$ cat src/rtl/demux_1to7_32bits_reg.sv
// Purpose: registered 1-to-7 distributor with a per-slot valid/ack handshake and sticky error flags.
// Latency: a write or ack presented before a rising edge is visible right after that edge (1 cycle).
// Backpressure: none is applied to the producer; a write to an unconsumed slot overwrites it and sets Overflow.
module demux_1to7_32bits_reg #(
  parameter int unsigned       WIDTH     = 32,
  parameter logic [WIDTH-1:0]  RESET_VAL = '0
) (
  input  logic             clk,
  input  logic             reset,
  input  logic [WIDTH-1:0] I,
  input  logic [2:0]       Select,
  input  logic             Load,
  input  logic [6:0]       Ack,
  input  logic             ClrErr,
  output logic [WIDTH-1:0] O0,
  output logic [WIDTH-1:0] O1,
  output logic [WIDTH-1:0] O2,
  output logic [WIDTH-1:0] O3,
  output logic [WIDTH-1:0] O4,
  output logic [WIDTH-1:0] O5,
  output logic [WIDTH-1:0] O6,
  output logic [6:0]       Valid,
  output logic             Overflow,
  output logic             SelErr
);

  localparam int unsigned NSLOT = 7;

  logic [WIDTH-1:0] o_q [NSLOT];
  logic [WIDTH-1:0] o_d [NSLOT];
  logic [6:0]       valid_q, valid_d;
  logic             ovf_q, ovf_d;
  logic             selerr_q, selerr_d;
  logic             ovf_set;
  logic             bad_sel;

  // Next-state for every slot: a load beats an ack on the same slot, and
  // overflow is only raised when the old word was neither consumed nor acked.
  always_comb begin
    ovf_set = 1'b0;
    valid_d = valid_q;
    for (int k = 0; k < NSLOT; k++) begin
      o_d[k] = o_q[k];
      if (Load && (Select == 3'(k))) begin
        o_d[k]     = I;
        valid_d[k] = 1'b1;
        if (valid_q[k] && !Ack[k]) begin
          ovf_set = 1'b1;
        end
      end else if (Ack[k]) begin
        valid_d[k] = 1'b0;
      end
    end
    bad_sel  = Load && (Select == 3'b111);
    // A set condition in the same cycle as ClrErr wins.
    ovf_d    = ovf_set | (ovf_q    & ~ClrErr);
    selerr_d = bad_sel | (selerr_q & ~ClrErr);
  end

  // State registers; reset discards any load/ack presented in the same cycle.
  always_ff @(posedge clk) begin
    if (reset) begin
      for (int k = 0; k < NSLOT; k++) begin
        o_q[k] <= RESET_VAL;
      end
      valid_q  <= '0;
      ovf_q    <= 1'b0;
      selerr_q <= 1'b0;
    end else begin
      for (int k = 0; k < NSLOT; k++) begin
        o_q[k] <= o_d[k];
      end
      valid_q  <= valid_d;
      ovf_q    <= ovf_d;
      selerr_q <= selerr_d;
    end
  end

  assign O0       = o_q[0];
  assign O1       = o_q[1];
  assign O2       = o_q[2];
  assign O3       = o_q[3];
  assign O4       = o_q[4];
  assign O5       = o_q[5];
  assign O6       = o_q[6];
  assign Valid    = valid_q;
  assign Overflow = ovf_q;
  assign SelErr   = selerr_q;

endmodule

$ cat config.mk
export PLATFORM = sky130hd
export DESIGN_NAME = demux_1to7_32bits_reg
export DESIGN_NICKNAME = d
export VERILOG_FILES = /design/src/rtl/demux_1to7_32bits_reg.sv
export SDC_FILE = /design/constraint.sdc
export NUM_CORES = 1
export LEC_CHECK = 0
export ABC_AREA = 0
export CORE_ASPECT_RATIO = 2
export CORE_MARGIN = 5
export CORE_UTILIZATION = 48
export DETAILED_ROUTE_END_ITERATION = 10
export GPL_ROUTABILITY_DRIVEN = 0
export HOLD_SLACK_MARGIN = 0.05
export MAX_ROUTING_LAYER = met4
export PLACE_DENSITY_LB_ADDON = 0.15
export SYNTH_ARGS = -nofsm -noshare
export SYNTH_HDL_FRONTEND = slang
export SYNTH_SLANG_ARGS = --single-unit
$ cat constraint.sdc
create_clock -name clk -period 2.83 [get_ports clk]
set_clock_uncertainty 0.05 [all_clocks]
set_input_delay 0.566 -clock clk [delete_from_list [all_inputs] [get_ports clk]]
set_output_delay 0.566 -clock clk [all_outputs]
set_load 0.02 [all_outputs]
# Word-level counts from Yosys, hierarchy flattened
# Memory sizes are Yosys's and may differ from the RTL's.
# Cells that the tools add are included.
[word_totals]
ff_bits = 9
latch_bits = 0
ram_bits = 224
mem_bits_ro = 0
in_bits = 46
output_inout_bits = 233
elab_cells = 104
mem_count = 1
[memory_table]
columns = ["memory", "depth", "width", "read_ports", "rd_ports_with_merged_regs", "wr", "line_no", "text"]
rows = [
  ["o_q", 7, 32, 7, 0, 7, "29", "logic [WIDTH-1:0] o_q [NSLOT];"],
]
[classes]
add_sub_neg = 0
multipliers = 0
div_mod_pow = 0
order_cmp = 0
eq_ne = 7
shift = 0
muxes = 45
bitwise = 12
n_reduce_logical = 30
[ops]
columns = ["operator", "n"]
rows = [
  ["2-to-1 mux 32 bit", 14],
  ["2-to-1 mux 1 bit", 31],
  ["logical AND 1 bit", 15],
  ["nonzero test 2 bit", 7],
  ["== test 3 bit, second input constant", 4],
  ["OR 1 bit", 9],
  ["logical NOT 1 bit", 7],
  ["== test 3 x 2 -> 1 bit, second input constant", 2],
  ["== test 3 x 1 -> 1 bit, second input constant", 1],
  ["logical NOT 3 bit", 1],
  ["AND 1 bit", 2],
  ["NOT 1 bit", 1],
]

# Depth between registers and ports, before layout
# Gate-level depths: netlist (run 1).
[logic_depth]
word_depth = 17
depth_mapped = 7
mapped_depth_nobuf = 4

# Worst setup path before layout (run 1)
# OpenSTA, ideal clock, no wires.
[synth_timing]
path_kind = "input port to flip-flop"
startpoint = "in Select[2]"
endpoint = "reg ovf_q (netlist: Overflow)"
setup_ps = 77
arrival_ps = 1654
t_required_ps = 2703
slack_ps = 1049
path_stages = 6
path_buffers = 2
path_cell_list = "buf_2 -> nand2b_4 -> or3_1 -> clkbuf_1 -> o22a_1 -> a41oi_2"
[synth_between]
elab_chain_cells = 16
word_cells_on_any_way = 28
cone_classes = "6 x eq/ne; 13 x mux; 1 x bitwise; 8 x reduce/logical"
[synth_rtl]
columns = ["item", "line_no", "text"]
rows = [
  ["start, declared", "11", "input logic [2:0] Select,"],
  ["logical NOT 3 bit", "44", "if (Load && (Select == 3'(k))) begin"],
  ["logical AND 1 bit", "44", ""],
  ["2-to-1 mux 1 bit", "44", ""],
  ["2-to-1 mux 1 bit", "47", "if (valid_q[k] && !Ack[k]) begin"],
  ["2-to-1 mux 1 bit", "44", ""],
  ["2-to-1 mux 1 bit", "47", ""],
  ["2-to-1 mux 1 bit", "44", ""],
  ["2-to-1 mux 1 bit", "47", ""],
  ["2-to-1 mux 1 bit", "44", ""],
  ["2-to-1 mux 1 bit", "47", ""],
  ["2-to-1 mux 1 bit", "44", ""],
  ["2-to-1 mux 1 bit", "47", ""],
  ["2-to-1 mux 1 bit", "44", ""],
  ["2-to-1 mux 1 bit", "47", ""],
  ["2-to-1 mux 1 bit *", "44", ""],
  ["OR 1 bit *", "56", "ovf_d = ovf_set | (ovf_q & ~ClrErr);"],
  ["end signal, assigned", "74", "ovf_q <= ovf_d;"],
  ["end, declared", "32", "logic ovf_q, ovf_d;"],
]
# Mark *: on every way between the ends. The rest lies on a longest branch, timed or not.
# A chain may end at the register's enable or synchronous reset.

==> results by group, run 1 <==
Power and ir drop
  • Power Density: 566.4 nW/um^2
  • Flop pwr share: 50.9%
  • Peak supply drop: just under 0.6 mV
  • Psw: between 1.5 and 2 mW
  • Final total power: approximately 6.6 mW
  • Clock group share of total power: 39.8%
  • Internal power: 5.067 mW
  • Comb pwr share: under 10%
  • Static leakage: slightly below 4 nW
  • Switching part of the total: approximately a quarter

Floorplanning
  • Starting Density: 48.32%
  • Die area: between 15000 and 20000 um^2
  • Chip height: just under 200 um
  • Core ar.: 16680 um^2
  • Width of the die: between 100 and 150 um
  • Num rows: 67
  • Ports: 279

STA
  • RSZ-0062 raised after global routing: false
  • Max Fclk: roughly 470 MHz
  • Clock period minus worst slack: about 2100 ps
  • Final worst path period share: 74.89%
  • Fin. Hold Viols: 0
  • Pins Over Slew Limit: 0
  • Setup TNS Final: 0 ps
  • Least-Margin Pin Slew: slightly above 500 ps
  • Max_slew headroom: about 66%
  • Final worst slack: ~710 ps
  • Endpoints failing setup: 0

Clock tree
  • Clock tree root buffer cell: clkbuf_16
  • Post-CTS Resized: 0
  • Hold_buf cts: 0
  • CTS Sinks: 233
  • Latest clock arrival within the worst-skew pair: around 490 ps
  • CTS tree: done
  • Htree depth: 1
  • CTS buffer count: 20
  • CTS max path bufs: 3
  • Postcts setup bufs: 0
  • Clk slew on worst S/H paths: ~70 ps

Place
  • HPWL Detailed: 20.06 mm
  • Inst Count DP: approximately 1500
  • Pre-CTS setup slack: about 430 ps
  • Port buffer count: ~280

Route
  • Remaining DRCs: 0
  • Post-route ant nets: 0
  • Met3 wire len: ~2.2 mm
  • Pre-antenna DRT Iters: 5
  • DR iter-0 viols: ~320
  • Vias per cell: 5.250
  • Met2 wire len: 14.62 mm
  • Final wirelength: 28.16 mm
  • DR top layer: met4
  • M1 WL: about 9.7 mm
  • Wire length per cell: approximately 19 um
  • Via Count: slightly below 8000

Worst setup path
  • Critical-path cell list: clkdlybuf4s50_1
  • Worst path top cell family by delay: buffers and inverters
  • Critical Path End Type: output port
  • Bufs and invs on worst path: 1
  • WP data required: roughly 2200 ps
  • Worst setup path start: o_q[4][31]
  • Critical Path Fanout Max: 2
  • Crit-path slowest cell: clkdlybuf4s50_1
  • Crit-path max cell delay: 690 ps
  • R2R Path Start: Valid[5]
  • Setup CP Type: flip-flop to output port
  • Startpoint Class: flip-flop
  • CP arrival: roughly 1500 ps

Synth
  • Mux share of post-synthesis cell area: 0.1242%
  • Adder-cell share of the synthesized area: 0%
  • Sequential share of the synthesized area: between 50% and 60%
  • Largest area contributor in the netlist: dfxtp_1
  • Syn_nets: ~1100
  • Compound-Gate Fraction of Synth Area: between 10 and 15%
  • Synthesized area: 8061 um^2
  • Largest cells by area after synthesis: dfxtp_1 (58%), nand2_1 (21%), a21oi_1 (14%)
  • Avg Cell Area, Syn: 7.865 um^2
  • Xor and xnor area share after synthesis: 0%
  • #FFs+latches synth: about 230
  • Yosys warns: 0
  • Top cell type's share of synthesized area: 57.86%
  • Syn Inst Count: 1025
  • Simple-gate share of the synthesized area: between 20% and 30%
  • Distinct cells, synth: 23
  • Largest family of logic cells by synthesized area: simple AND/OR/NAND/NOR gates

Global route
  • Remaining global-route overflow: 0
  • First-pass GRT wire length: 41.96 mm
  • Largest net degree at the start of global routing: 62
  • Initial antenna violation count: 0
  • Gr usage total: 28.25%
  • Vias in the first global route: around 7500

Layout
  • Fin nets: about 1300
  • Final Non-Filler Cells: 1498
  • Layout cell share with drive strength beyond 1: between 5 and 6%
  • P&R area growth vs syn: 45.51%
  • N_diodes: 0
  • Fin util: around 70%

Hold path
  • Min-Delay Startpoint: o_q[1][12]
  • Min-Delay Path Class: flip-flop to flip-flop

Job
  • Max-cap violations: 0

Run status
  • Run status: finished, final reports clean
[flip-flops by register name (all words and copies together) (netlist names)]
signal,count
Overflow,1
SelErr,1
Valid,7
o_q,224
[layout by cell type (no fill, tap or decap)]
cell and count:
a21oi_1 232, a31oi_1 1, a41oi_2 1, and2b_1 1, and3_1 1, buf_12 5
buf_4 24, buf_6 1, bufinv_16 1, clkbuf_1 7, clkbuf_16 21, clkbuf_8 1
clkdlybuf4s50_1 277, clkinv_2 3, dfxtp_1 233, inv_1 1, mux2i_1 1, nand2_1 451
nand2b_1 10, nand2b_4 1, nand3_1 2, nand3_2 1, nand4_1 1, nand4bb_2 1
nor2_2 3, nor2_4 1, nor2b_1 2, nor3_4 2, o22a_1 1, o22ai_1 1
or3_1 3
[power groups by stage]
stage / Sequential, mW / Combinational (mW) / Clock (mW)
floorplan: 3.54 / 0.180 / 0
global placement: 3.46 / 0.614 / 0
detailed placement: 3.46 / 0.618 / 0
CTS: 3.38 / 0.620 / 2.69
global route: 3.39 / 0.655 / 2.82
finish: 3.38 / 0.618 / 2.64
[synth_stat cells (all sizes together)]
cell,instances
nor2b,2
nand4,1
nand4bb,1
and3,1
nand2,451
a41oi,1
inv,1
dfxtp,233
nand2b,11
buf,21
nor3,2
o22a,1
nand3,3
a31oi,1
or3,3
o22ai,1
and2b,1
a21oi,232
mux2i,1
clkbuf,53
nor2,4
[logic make-up (layout without fill, tap and decap cells)]
logic type / count (synthesis) / after routing
flops: 233 / 233
simple gates: 480 / 480
buf+inv: 75 / 341
mux: 1 / 1
compound gates: 236 / 236
[metal layers]
metal	up-vias	GRT usage (%)
met3	91	5.984
li1	3786	-
met2	327	49.51
met4	0	15.09
met1	3661	28.47
met5	-	-
[worst paths after layout]
kind / endpoint / slack [ps] / cells after the start
max reg2reg: Overflow / 1740 / 3
min: o_q[1][12] / 400 / 2
max: O4[31] / 710 / 1
min reg2reg: o_q[1][12] / 400 / 2
[worst min-delay path, stage by stage, from the launching register on]
cell     delay (ps)
dfxtp_1         310
nand2_1          50
a21oi_1          50
[through the flow]
stage	hold WS (ps)	instance area (um^2)
floorplan	483.3	8061
global placement	390.8	11120
detailed placement	395.4	11120
CTS	404.6	11730
global route	418.9	11730
finish	404.4	11730
[area by class of cell]
type                       instances  area (um^2)
fill                            1339         4952
sequential                       233         4664
multi-input combinational        717         3128
timing repair buffer             307         3064
clock buffer                      29        565.5
tap                              207        259.0
clock inverter                     4        45.04
inverter                           1        3.754
No activity file was read; power rests on OpenSTA's default activity.
==> run 2: changes to the inputs <==
--- a/config.mk
+++ b/config.mk
@@ -8,7 +8,7 @@
 export ABC_AREA = 0
 export CORE_ASPECT_RATIO = 2
 export CORE_MARGIN = 5
-export CORE_UTILIZATION = 48
+export CORE_UTILIZATION = 45
 export DETAILED_ROUTE_END_ITERATION = 10
 export GPL_ROUTABILITY_DRIVEN = 0
 export HOLD_SLACK_MARGIN = 0.05
==> constraint.sdc (replaced) <==
create_clock -name clk -period 1.97 [get_ports clk]
set_clock_uncertainty 0.05 [all_clocks]
set_input_delay 0.394 -clock clk [delete_from_list [all_inputs] [get_ports clk]]
set_output_delay 0.394 -clock clk [all_outputs]
set_load 0.02 [all_outputs]
==> run 2 against run 1 <==
Clock power increased by 56%. Combinational power rose by 48%. Register-to-register slack got worse by 830 ps. Clock-buffer cell count is 2 higher. Non-clock buffer count up 7. Global-route usage shrank 1.6 points. Critical path type unchanged. Highest routed layer unchanged.
==> results by group, run 2 (synthesis gave the netlist of run 1 again) <==
Global route
  • Remaining global-route overflow: 0 (unchanged)
  • Vias in the first global route: 7573 (+0.66%)
  • Initial antenna violation count: 0 (unchanged)
  • Gr usage total: 26.67% (-1.6 points)
  • Largest net degree at the start of global routing: 62 (unchanged)
  • First-pass GRT wire length: 42.79 mm (+2.0%)

Power and ir drop
  • Flop pwr share: 49.1% (-1.8 points)
  • Static leakage: 4.189 nW (+6.5%)
  • Peak supply drop: 0.6371 mV (+7.2%)
  • Clock group share of total power: 41.7% (+1.9 points)
  • Psw: 2.339 mW (+48%)
  • Power Density: 824.2 nW/um^2 (+46%)
  • Comb pwr share: 9.2% (about the same)
  • Internal power: 7.565 mW (+49%)
  • Final total power: 9.905 mW (+49%)
  • Switching part of the total: 23.62% (-0.10 points)

Clock tree
  • Postcts setup bufs: 0 (unchanged)
  • Clock tree root buffer cell: clkbuf_16
  • Latest clock arrival within the worst-skew pair: 500 ps (about the same)
  • Clk slew on worst S/H paths: 60 ps (about the same)
  • Hold_buf cts: 0 (unchanged)
  • Htree depth: 1 (unchanged)
  • CTS buffer count: 21 (+5.0%)
  • CTS max path bufs: 3 (unchanged)
  • CTS tree: done
  • CTS Sinks: 233 (unchanged)

STA
  • Final worst path period share: between 90% and 100%
  • Least-Margin Pin Slew: 447.2 ps (-55.37 ps)
  • Fin. Hold Viols: 0 (unchanged)
  • Setup TNS Final: 0 ps (unchanged)
  • Max Fclk: about 520 MHz
  • Pins Over Slew Limit: 0 (unchanged)
  • Endpoints failing setup: 0 (unchanged)
  • Clock period minus worst slack: about 1900 ps
  • Hold Worst Slack: 221.4 ps (-183.0 ps)
  • Final worst slack: 31.18 ps (-679.5 ps)
  • Max_slew headroom: 70.10% (+3.6 points)
  • RSZ-0062 raised after global routing: false

Route
  • Vias per cell: 5.163 (-1.7%)
  • Remaining DRCs: 0 (unchanged)
  • Pre-antenna DRT Iters: 5 (unchanged)
  • Wire length per cell: 18.79 um (about the same)
  • Via Count: 7811 (-0.69%)
  • Post-route ant nets: 0 (unchanged)
  • DR iter-0 viols: 381 (+18%)
  • Final wirelength: 28.43 mm (+0.94%)

Worst setup path
  • Critical-path cell list: clkdlybuf4s50_1
  • Critical Path Fanout Max: 2 (unchanged)
  • Critical Path End Type: output port
  • Crit-path max cell delay: 670 ps (-20 ps)
  • WP data required: 1530 ps (-680 ps)
  • Crit-path slowest cell: clkdlybuf4s50_1
  • Bufs and invs on worst path: 1 (unchanged)
  • Worst path top cell family by delay: buffers and inverters
  • R2r setup slk: 910 ps (-830 ps)
  • Startpoint Class: flip-flop
  • CP arrival: 1490 ps (about the same)
  • Setup CP Type: flip-flop to output port

Layout
  • N_diodes: 0 (unchanged)
  • Fin area: 12020 um^2 (+2.5%)
  • Fin util: 67.90% (-2.4 points)
  • Top reg by flops: o_q
  • Commonest non-fill, non-tap cell in the layout: nand2_1
  • Commonest non-fill, non-tap cells in the layout: nand2_1 (451), clkdlybuf4s50_1 (267), dfxtp_1 (233)
  • Final Non-Filler Cells: 1513 (+1.0%)
  • Layout cell share with drive strength beyond 1: 5.846% (+0.73 points)
  • Fin nets: 1334 (+0.60%)
  • Max reg flops: 224 (unchanged)
  • P&R area growth vs syn: 49.08%

Floorplanning
  • Num rows: 69 (+3.0%)
  • Starting Density: 45.55% (-2.8 points)
  • Chip height: 199.3 um (+3.1%)
  • Width of the die: 104.6 um (+3.0%)
  • Ports: 279 (unchanged)
  • Core ar.: 17700 um^2 (+6.1%)
  • Die area: 20850 um^2 (+6.2%)

Place
  • Pre-CTS setup slack: -88.03 ps (-518.1 ps)
  • Port buffer count: 278 (unchanged)
  • Inst Count DP: 1478 (+0.89%)
  • HPWL Detailed: 20.21 mm (+0.74%)
  • Placed cell areas: 11320 um^2 (+1.8%)

Run status
  • Run status: finished, final reports clean

Job
  • Max-cap violations: 0 (unchanged)

Hold path
  • Min-Delay Path Class: input port to flip-flop
## run 2: changes by cell type in the layout (fill, tap and decap cells not counted), sizes merged
cell | previous run | this run
clkinv | 3 | 2
bufinv | 1 | 2
clkdlybuf4s50 | 277 | 267
dlymetal6s2s | 0 | 7
dlygate4sd2 | 0 | 3
buf | 30 | 37
clkbuf | 29 | 31
## run 2: power by group through the flow
stage,sequential (mW),combinational (mW),clock [mW]
6_report,4.86,0.913,4.13
5_1_grt,4.87,0.971,4.39
4_1_cts,4.86,0.918,4.21
3_5_place_dp,4.97,0.916,0
3_3_place_gp,4.96,0.911,0
2_1_floorplan,5.09,0.258,0
## run 2: worst paths after layout
path                    from   endpoint  cells after the start
hold reg to reg    o_q[3][8]  o_q[3][8]                      2
setup / recovery  o_q[4][19]     O4[19]                      1
setup reg to reg    Valid[1]   Overflow                      3
hold / removal         reset  o_q[3][2]                      2
## run 2: final cells by class
cell class	instances	area [um^2]
clock inverters	4	81.33
repair buffers	314	3256
flip-flops and latches	233	4664
fillers	1487	5680
inverters	1	3.754
clock buffers	31	603.1
multi-input cells	717	3143
well taps	213	266.5
## run 2: timing repair
action | in CTS | in global routing
gates resized for setup | 3 | 7
setup endpoints to repair | 3 | 7
pin swaps | 0 | 0
## run 2: layer usage
metal  share of wire (%)  vias up  global-route usage [%]
met1                  34     3628                   27.54
li1                    -     3809                       -
met3                 7.4       70                   5.981
met4                 4.5        0                   11.66
met2                  54      304                   48.15
met5                   0        -                       -
